**src/rtl/red_pitaya_pwm_dac.sv**
```systemverilog
// Multi-channel PWM DAC with sigma-style dither of the fractional code bits.
// Each channel drives a PWM whose duty is the upper PW code bits; the lower
// DW bits stretch the pulse by one clock in a bit-reversed pattern across
// 2^DW periods so the long-term average resolves the full PW+DW-bit code.
// Codes are taken either from a bus register or from a signed input sample
// and are only adopted at period boundaries so a pulse is never cut short.
module red_pitaya_pwm_dac #(
  parameter int NCH = 4,   // number of PWM channels (1..8)
  parameter int IW  = 14,  // signed input sample width, >= PW+DW
  parameter int PW  = 8,   // duty bits, period is 2^PW clocks
  parameter int DW  = 4    // dither bits, pattern spans 2^DW periods
) (
  input  logic            clk_i,
  input  logic            rstn_i,
  input  logic [NCH*IW-1:0] pwm_i,
  output logic [NCH-1:0]  pwm_o,
  input  logic [31:0]     sys_addr,
  input  logic [31:0]     sys_wdata,
  input  logic [3:0]      sys_sel,
  input  logic            sys_wen,
  input  logic            sys_ren,
  output logic [31:0]     sys_rdata,
  output logic            sys_err,
  output logic            sys_ack
);

  localparam int CW = PW + DW;

  logic [PW-1:0]  cnt_reg;
  logic [DW-1:0]  cyc_reg;
  logic [DW-1:0]  cyc_rev;
  logic           wrap;

  logic [CW-1:0]  val_reg  [NCH];
  logic [CW-1:0]  act_reg  [NCH];
  logic [CW-1:0]  sel_code [NCH];
  logic [NCH-1:0] mode_reg;
  logic [NCH-1:0] en_reg;
  logic [NCH-1:0] pwm_next;

  logic [19:0]    addr;
  logic [31:0]    rdata_next;

  // Byte selects, the undecoded address bits and the input bits below the
  // code resolution carry no information for this block.
  logic           unused_bits;
  assign unused_bits = ^{sys_sel, sys_addr[31:20], sys_wdata, pwm_i};

  assign addr = sys_addr[19:0];
  assign wrap = &cnt_reg;

  // Bit-reversed dither counter spreads the extra clocks evenly over the window.
  generate
    for (genvar gi = 0; gi < DW; gi++) begin : g_rev
      assign cyc_rev[gi] = cyc_reg[DW-1-gi];
    end
  endgenerate

  // Per-channel code selection and threshold compare.
  generate
    for (genvar gi = 0; gi < NCH; gi++) begin : g_ch
      logic [CW-1:0] in_code;
      logic [PW:0]   thr;
      logic          extra;

      // Offset-binary conversion: flip the sign bit, keep the top CW-1 magnitude bits.
      assign in_code = {~pwm_i[gi*IW + IW - 1], pwm_i[gi*IW + IW - 2 -: CW - 1]};
      assign sel_code[gi] = mode_reg[gi] ? in_code : val_reg[gi];

      // Threshold is one bit wider so a full-scale code can hold the output high all period.
      assign extra = (cyc_rev < act_reg[gi][DW-1:0]);
      assign thr   = {1'b0, act_reg[gi][CW-1:DW]} + {{PW{1'b0}}, extra};
      assign pwm_next[gi] = en_reg[gi] & ({1'b0, cnt_reg} < thr);
    end
  endgenerate

  // Free-running period counter and dither counter advancing at each period wrap.
  always_ff @(posedge clk_i or negedge rstn_i) begin
    if (!rstn_i) begin
      cnt_reg <= '0;
      cyc_reg <= '0;
    end else begin
      cnt_reg <= cnt_reg + 1'b1;
      if (wrap) begin
        cyc_reg <= cyc_reg + 1'b1;
      end
    end
  end

  // Bus-writable configuration: per-channel codes, source select and enables.
  always_ff @(posedge clk_i or negedge rstn_i) begin
    if (!rstn_i) begin
      for (int i = 0; i < NCH; i++) begin
        val_reg[i] <= '0;
      end
      mode_reg <= '0;
      en_reg   <= '0;
    end else if (sys_wen) begin
      for (int i = 0; i < NCH; i++) begin
        if (addr == 20'(4 * i)) begin
          val_reg[i] <= sys_wdata[CW-1:0];
        end
      end
      if (addr == 20'h00040) begin
        mode_reg <= sys_wdata[NCH-1:0];
      end
      if (addr == 20'h00044) begin
        en_reg <= sys_wdata[NCH-1:0];
      end
    end
  end

  // Adopt the selected code only at the period wrap so every pulse is complete.
  always_ff @(posedge clk_i or negedge rstn_i) begin
    if (!rstn_i) begin
      for (int i = 0; i < NCH; i++) begin
        act_reg[i] <= '0;
      end
    end else if (wrap) begin
      for (int i = 0; i < NCH; i++) begin
        act_reg[i] <= sel_code[i];
      end
    end
  end

  // Registered PWM outputs, one clock behind the period counter.
  always_ff @(posedge clk_i or negedge rstn_i) begin
    if (!rstn_i) begin
      pwm_o <= '0;
    end else begin
      pwm_o <= pwm_next;
    end
  end

  // Read data mux; anything not decoded reads as zero.
  always_comb begin
    rdata_next = '0;
    for (int i = 0; i < NCH; i++) begin
      if (addr == 20'(4 * i)) begin
        rdata_next = 32'(val_reg[i]);
      end
      if (addr == 20'(32 + 4 * i)) begin
        rdata_next = 32'(act_reg[i]);
      end
    end
    if (addr == 20'h00040) begin
      rdata_next = 32'(mode_reg);
    end
    if (addr == 20'h00044) begin
      rdata_next = 32'(en_reg);
    end
    if (addr == 20'h00048) begin
      rdata_next = {8'd0, 8'(NCH), 8'(PW), 8'(DW)};
    end
  end

  // Bus response: every strobe is acknowledged one clock later, never an error.
  always_ff @(posedge clk_i or negedge rstn_i) begin
    if (!rstn_i) begin
      sys_ack   <= 1'b0;
      sys_err   <= 1'b0;
      sys_rdata <= '0;
    end else begin
      sys_ack <= sys_wen | sys_ren;
      sys_err <= 1'b0;
      if (sys_ren) begin
        sys_rdata <= rdata_next;
      end
    end
  end

endmodule

```
**config.mk**
```make
export PLATFORM = sky130hd
export DESIGN_NAME = red_pitaya_pwm_dac
export DESIGN_NICKNAME = d
export VERILOG_FILES = /design/src/rtl/red_pitaya_pwm_dac.sv
export SDC_FILE = /design/constraint.sdc
export NUM_CORES = 1
export LEC_CHECK = 0
export ABC_AREA = 1
export ABC_CLOCK_PERIOD_IN_PS = 3000
export CORE_MARGIN = 2
export CORE_UTILIZATION = 25
export DETAILED_ROUTE_END_ITERATION = 8
export HOLD_SLACK_MARGIN = 0.03
export PLACE_DENSITY_LB_ADDON = 0.08
export SETUP_SLACK_MARGIN = 0.5
export SYNTH_ARGS = -nofsm -noshare
export SYNTH_HDL_FRONTEND = slang
export SYNTH_SLANG_ARGS = --single-unit
```
**constraint.sdc**
```tcl
create_clock -name clk_i -period 3 [get_ports clk_i]
set_input_delay 0.75 -clock clk_i [delete_from_list [all_inputs] [get_ports clk_i]]
set_output_delay 0.75 -clock clk_i [all_outputs]
set_load 0.01 [all_outputs]
```
==> run summary <==
The clock net in this run drives a total of 134 sinks. Walking the worst path, the cells encountered are ha_4 > o21ai_2 > nand2_1 > a21o_1 > a21oi_2 > ha_2 > ha_4 > nand3_4 > xor2_1 > ha_1 > nand2_1 > nor2_1 > nor2_1 > nand3_2 > a21oi_2 > o21bai_1 > a21oi_1 > o21a_1. The number of hold violations in the final report came out at 0. The post-layout worst setup margin is -11.24 ps. For the pin with the worst max-slew slack, the measured transition is 740.3 ps. Total via count in the routed design: 7318. The clock latency on the worst-skew pair is 430 ps.

Type of the tightest min-delay check: primary input to async pin. First-pass detailed-route iteration total: 5. The worst setup path is launched from a flip-flop. The minimum period implied by the final worst setup slack came out at 3011 ps. Among all cell types in the netlist, the one instantiated most often is nand2_1. Yosys mapped the design onto 47 distinct sky130hd cell types.

The average instance in the mapped netlist occupies 7.996 um^2. The run finished, with violations left. The worst hold slack was 207.1 ps. The number of placed instances, taps included, is 1596.

At the end of the flow, the number of nets in the layout was 1365. The logs give 1 for the number of antenna violations at the first check in global routing and 1 for the number of endpoints failing setup at the final stage. After synthesis, the most frequently instantiated cells are nand2_1 (228), dfrtp_1 (134), inv_1 (117). Number of cells in the finished layout apart from fillers: 1643. The share of cells above drive strength 1 is 17.58%, and the number of nets with antenna violations after routing is 0. The buffer and inverter count on the worst path was 0; the headroom to the max-slew limit was 50.49%. The maximum achievable frequency is 332.1 MHz, and the die extent in y is 185.9 um. The number of clock buffers added by TritonCTS is 17. Summing every instance area after synthesis gives 0.008268 mm^2. The clock network power share was 52.1%; the global-route wire length before repair was 43.39 mm. The tools report the full die area as 0.03454 mm^2.

IR analysis of the VDD net gives a maximum drop of 0.3942 mV. The buffer depth of the longest clock path came out at 2. In this run the static leakage power is 5.178 nW. In this run the worst path has a maximum fanout of 5.

The internal cell power is 0.003287 W, and the routability congestion estimate from global placement is 0.8556. TritonCTS built the clock tree. The power density relative to cell area works out to 386.2 mW/mm^2. Root buffer selected by CTS: clkbuf_16. The fraction of synthesis flops using an asynchronous set or reset pin is 100.0%. Cell type with the highest aggregate area in the netlist: dfrtp_1. After detailed routing, the number of remaining DRC violations is 0. The synthesized instance count is 1034, and the maximum single-stage delay on the critical path is 470 ps.

In this run the power spent charging and discharging nets is 0.001036 W. Fraction of the yosys area taken by sequential cells: 40.56%. Pin placement for this block handled 166 I/O pins.

The slowest stage of the critical path belongs to the cell dfrtp_2. The first routing iteration left 496 violations. Leftover overflow at the end of global routing: 0. The type of the worst setup path was flip-flop to flip-flop. Net switching is 23.96% of the power. Per report_power, the combinational group accounts for 6.1% of the total.

For this run, the number of Yosys warnings is 0. The most instantiated flip-flop cell in the synthesis netlist was dfrtp_1. Data on the critical path arrives at its endpoint at 3370 ps.

The checks that failed: negative setup slack. Among cell families on the critical path, the largest total delay comes from adder cells. The total cell area at the placement stage was 0.01014 mm^2; the pin count of the biggest net entering global routing was 77.

The routed design has 28.96 mm of wire. The area share of the leading cell type in the synthesized netlist was 40.56%; the share of the cycle needed by the critical path after routing was 100.4%. Total power for the finished layout comes to 0.004323 W.

In this run the standard cell core region covers 0.03254 mm^2. The count of flip-flops with a built-in enable after synthesis was 0; the number of pins exceeding their max-slew limit in the final report was 0. The die is 185.9 um wide.

Setup repair after global routing could not meet its margin everywhere. The run gives 25.41% as the initial core utilization. The critical path endpoint category is a flip-flop. The count of buffers added on input and output ports is 101. The via-per-instance ratio came out at 4.454. Ranked by total cell area, the synthesized netlist is headed by dfrtp_1 (41%), nand2_1 (10%), ha_1 (7.6%). STA puts the critical path data required time at 3360 ps. Dividing the detail-routed wire length by the instance count gives 17.63 um. The post-synthesis register bit count works out to 134. CTS built an H-tree with a depth of 4. The area growth from synthesis to layout is 35.37%.

For this run, the total global-route usage over all layers was measured as 17.14%. After routing the design area is 0.01119 mm^2. The tools report the sum of net half-perimeters after detailed placement as 22.24 mm.

The initialized floorplan defines 66 standard-cell rows. The logs give 0 for the number of max-capacitance violations reported and 7023 for the number of global-route vias before repair. The register share of total power was 41.8%.

The clock transition at the register clock pins on the worst setup and hold paths after CTS is 70 ps. The largest clock skew in the final design came out at 16.15 ps.
==> placed cells by master, fill, tap and decap left out, drive strengths merged <==
cell type,instances
dfrtp,134
o21a,1
nand3,39
inv,128
o211ai,29
o22ai,7
dlymetal6s2s,3
a31oi,24
diode,1
a21oi,24
clkbuf,21
o21bai,5
nand4,25
nor4,4
clkinv,8
or2,2
a21o,4
and3,1
a211oi,5
nor2,79
clkdlybuf4s50,97
ha,50
xor2,27
o2111ai,1
bufinv,3
o21ai,125
clkinvlp,3
nor3,12
nor3b,3
mux2,1
buf,67
nand2,237
conb,20
xnor2,6
nand3b,5
==> path summary, 6_finish.rpt <==
check                               end  depth (start not counted)          from  slack [ps]
max                            pwm_o[2]                         18    cyc_reg[2]         -10
min                         val_reg[44]                          1        rstn_i         210
max reg2reg                    pwm_o[2]                         18    cyc_reg[2]         -10
min reg2reg                sys_rdata[4]                          2  sys_rdata[4]         480
max in group asynchronous   act_reg[37]                          2        rstn_i        1980
min in group clk_i         sys_rdata[4]                          2  sys_rdata[4]         480
==> power by group through the flow <==
stage          clock network (W)   logic, W  registers [W]
6_report                 0.00225   0.000262        0.00181
5_1_grt                  0.00239   0.000287        0.00181
4_1_cts                  0.00230   0.000261        0.00181
3_5_place_dp                   0   0.000259        0.00184
3_3_place_gp                   0   0.000261        0.00184
2_1_floorplan                  0  0.0000694        0.00184
==> cells by family (layout without fill, tap and decap cells) <==
kind of cell | after synthesis | after routing | synth area share (%)
AOI/OAI and AO/OA | 225 | 225 | 15.51
xor gates and xnor gates | 33 | 33 | 3.496
adders and majority gates | 50 | 50 | 7.567
buffers and inverters | 184 | 330 | 9.988
DFF | 134 | 134 | 40.56
muxes | 1 | 1 | 0.1362
other | 1 | 21 | 0.04536
and+or+nand+nor | 406 | 407 | 22.70
==> area by class of cell <==
cell class	count	area, um^2
fillers	3540	21340
repair buffers	167	1585
flip-flops and latches	134	3356
clock buffers	21	460.4
diodes	1	2.502
multi-input cells	736	4587
inverters	131	499.2
well taps	442	553.0
clock inverters	11	148.9
==> through the flow <==
| step | setup WS [ps] | utilization (%) | TNS, ps |
|---|---|---|---|
| finish | -11.24 | 34.40 | -11.24 |
| global placement | -112.0 | 31.16 | -345.0 |
| detailed placement | -111.3 | 31.16 | -397.6 |
| global route | -207.3 | 34.39 | -716.8 |
| floorplan | 335.2 | - | 0 |
| CTS | -42.79 | 33.46 | -138.9 |
==> routing by layer <==
layer  GRT usage [%]  wire [um]
met5               0          0
met4           3.969        314
met3           2.485       1029
met2           26.93      13150
met1           24.74      14470
==> what timing repair did <==
item                       CTS  global route
gates cloned                 0             1
setup endpoints to repair    8            31
buffers inserted             3            10
gates resized for setup     24            49
hold buffers                 0             0
pin swaps                   20            37
No activity file was read; power rests on OpenSTA's default activity.
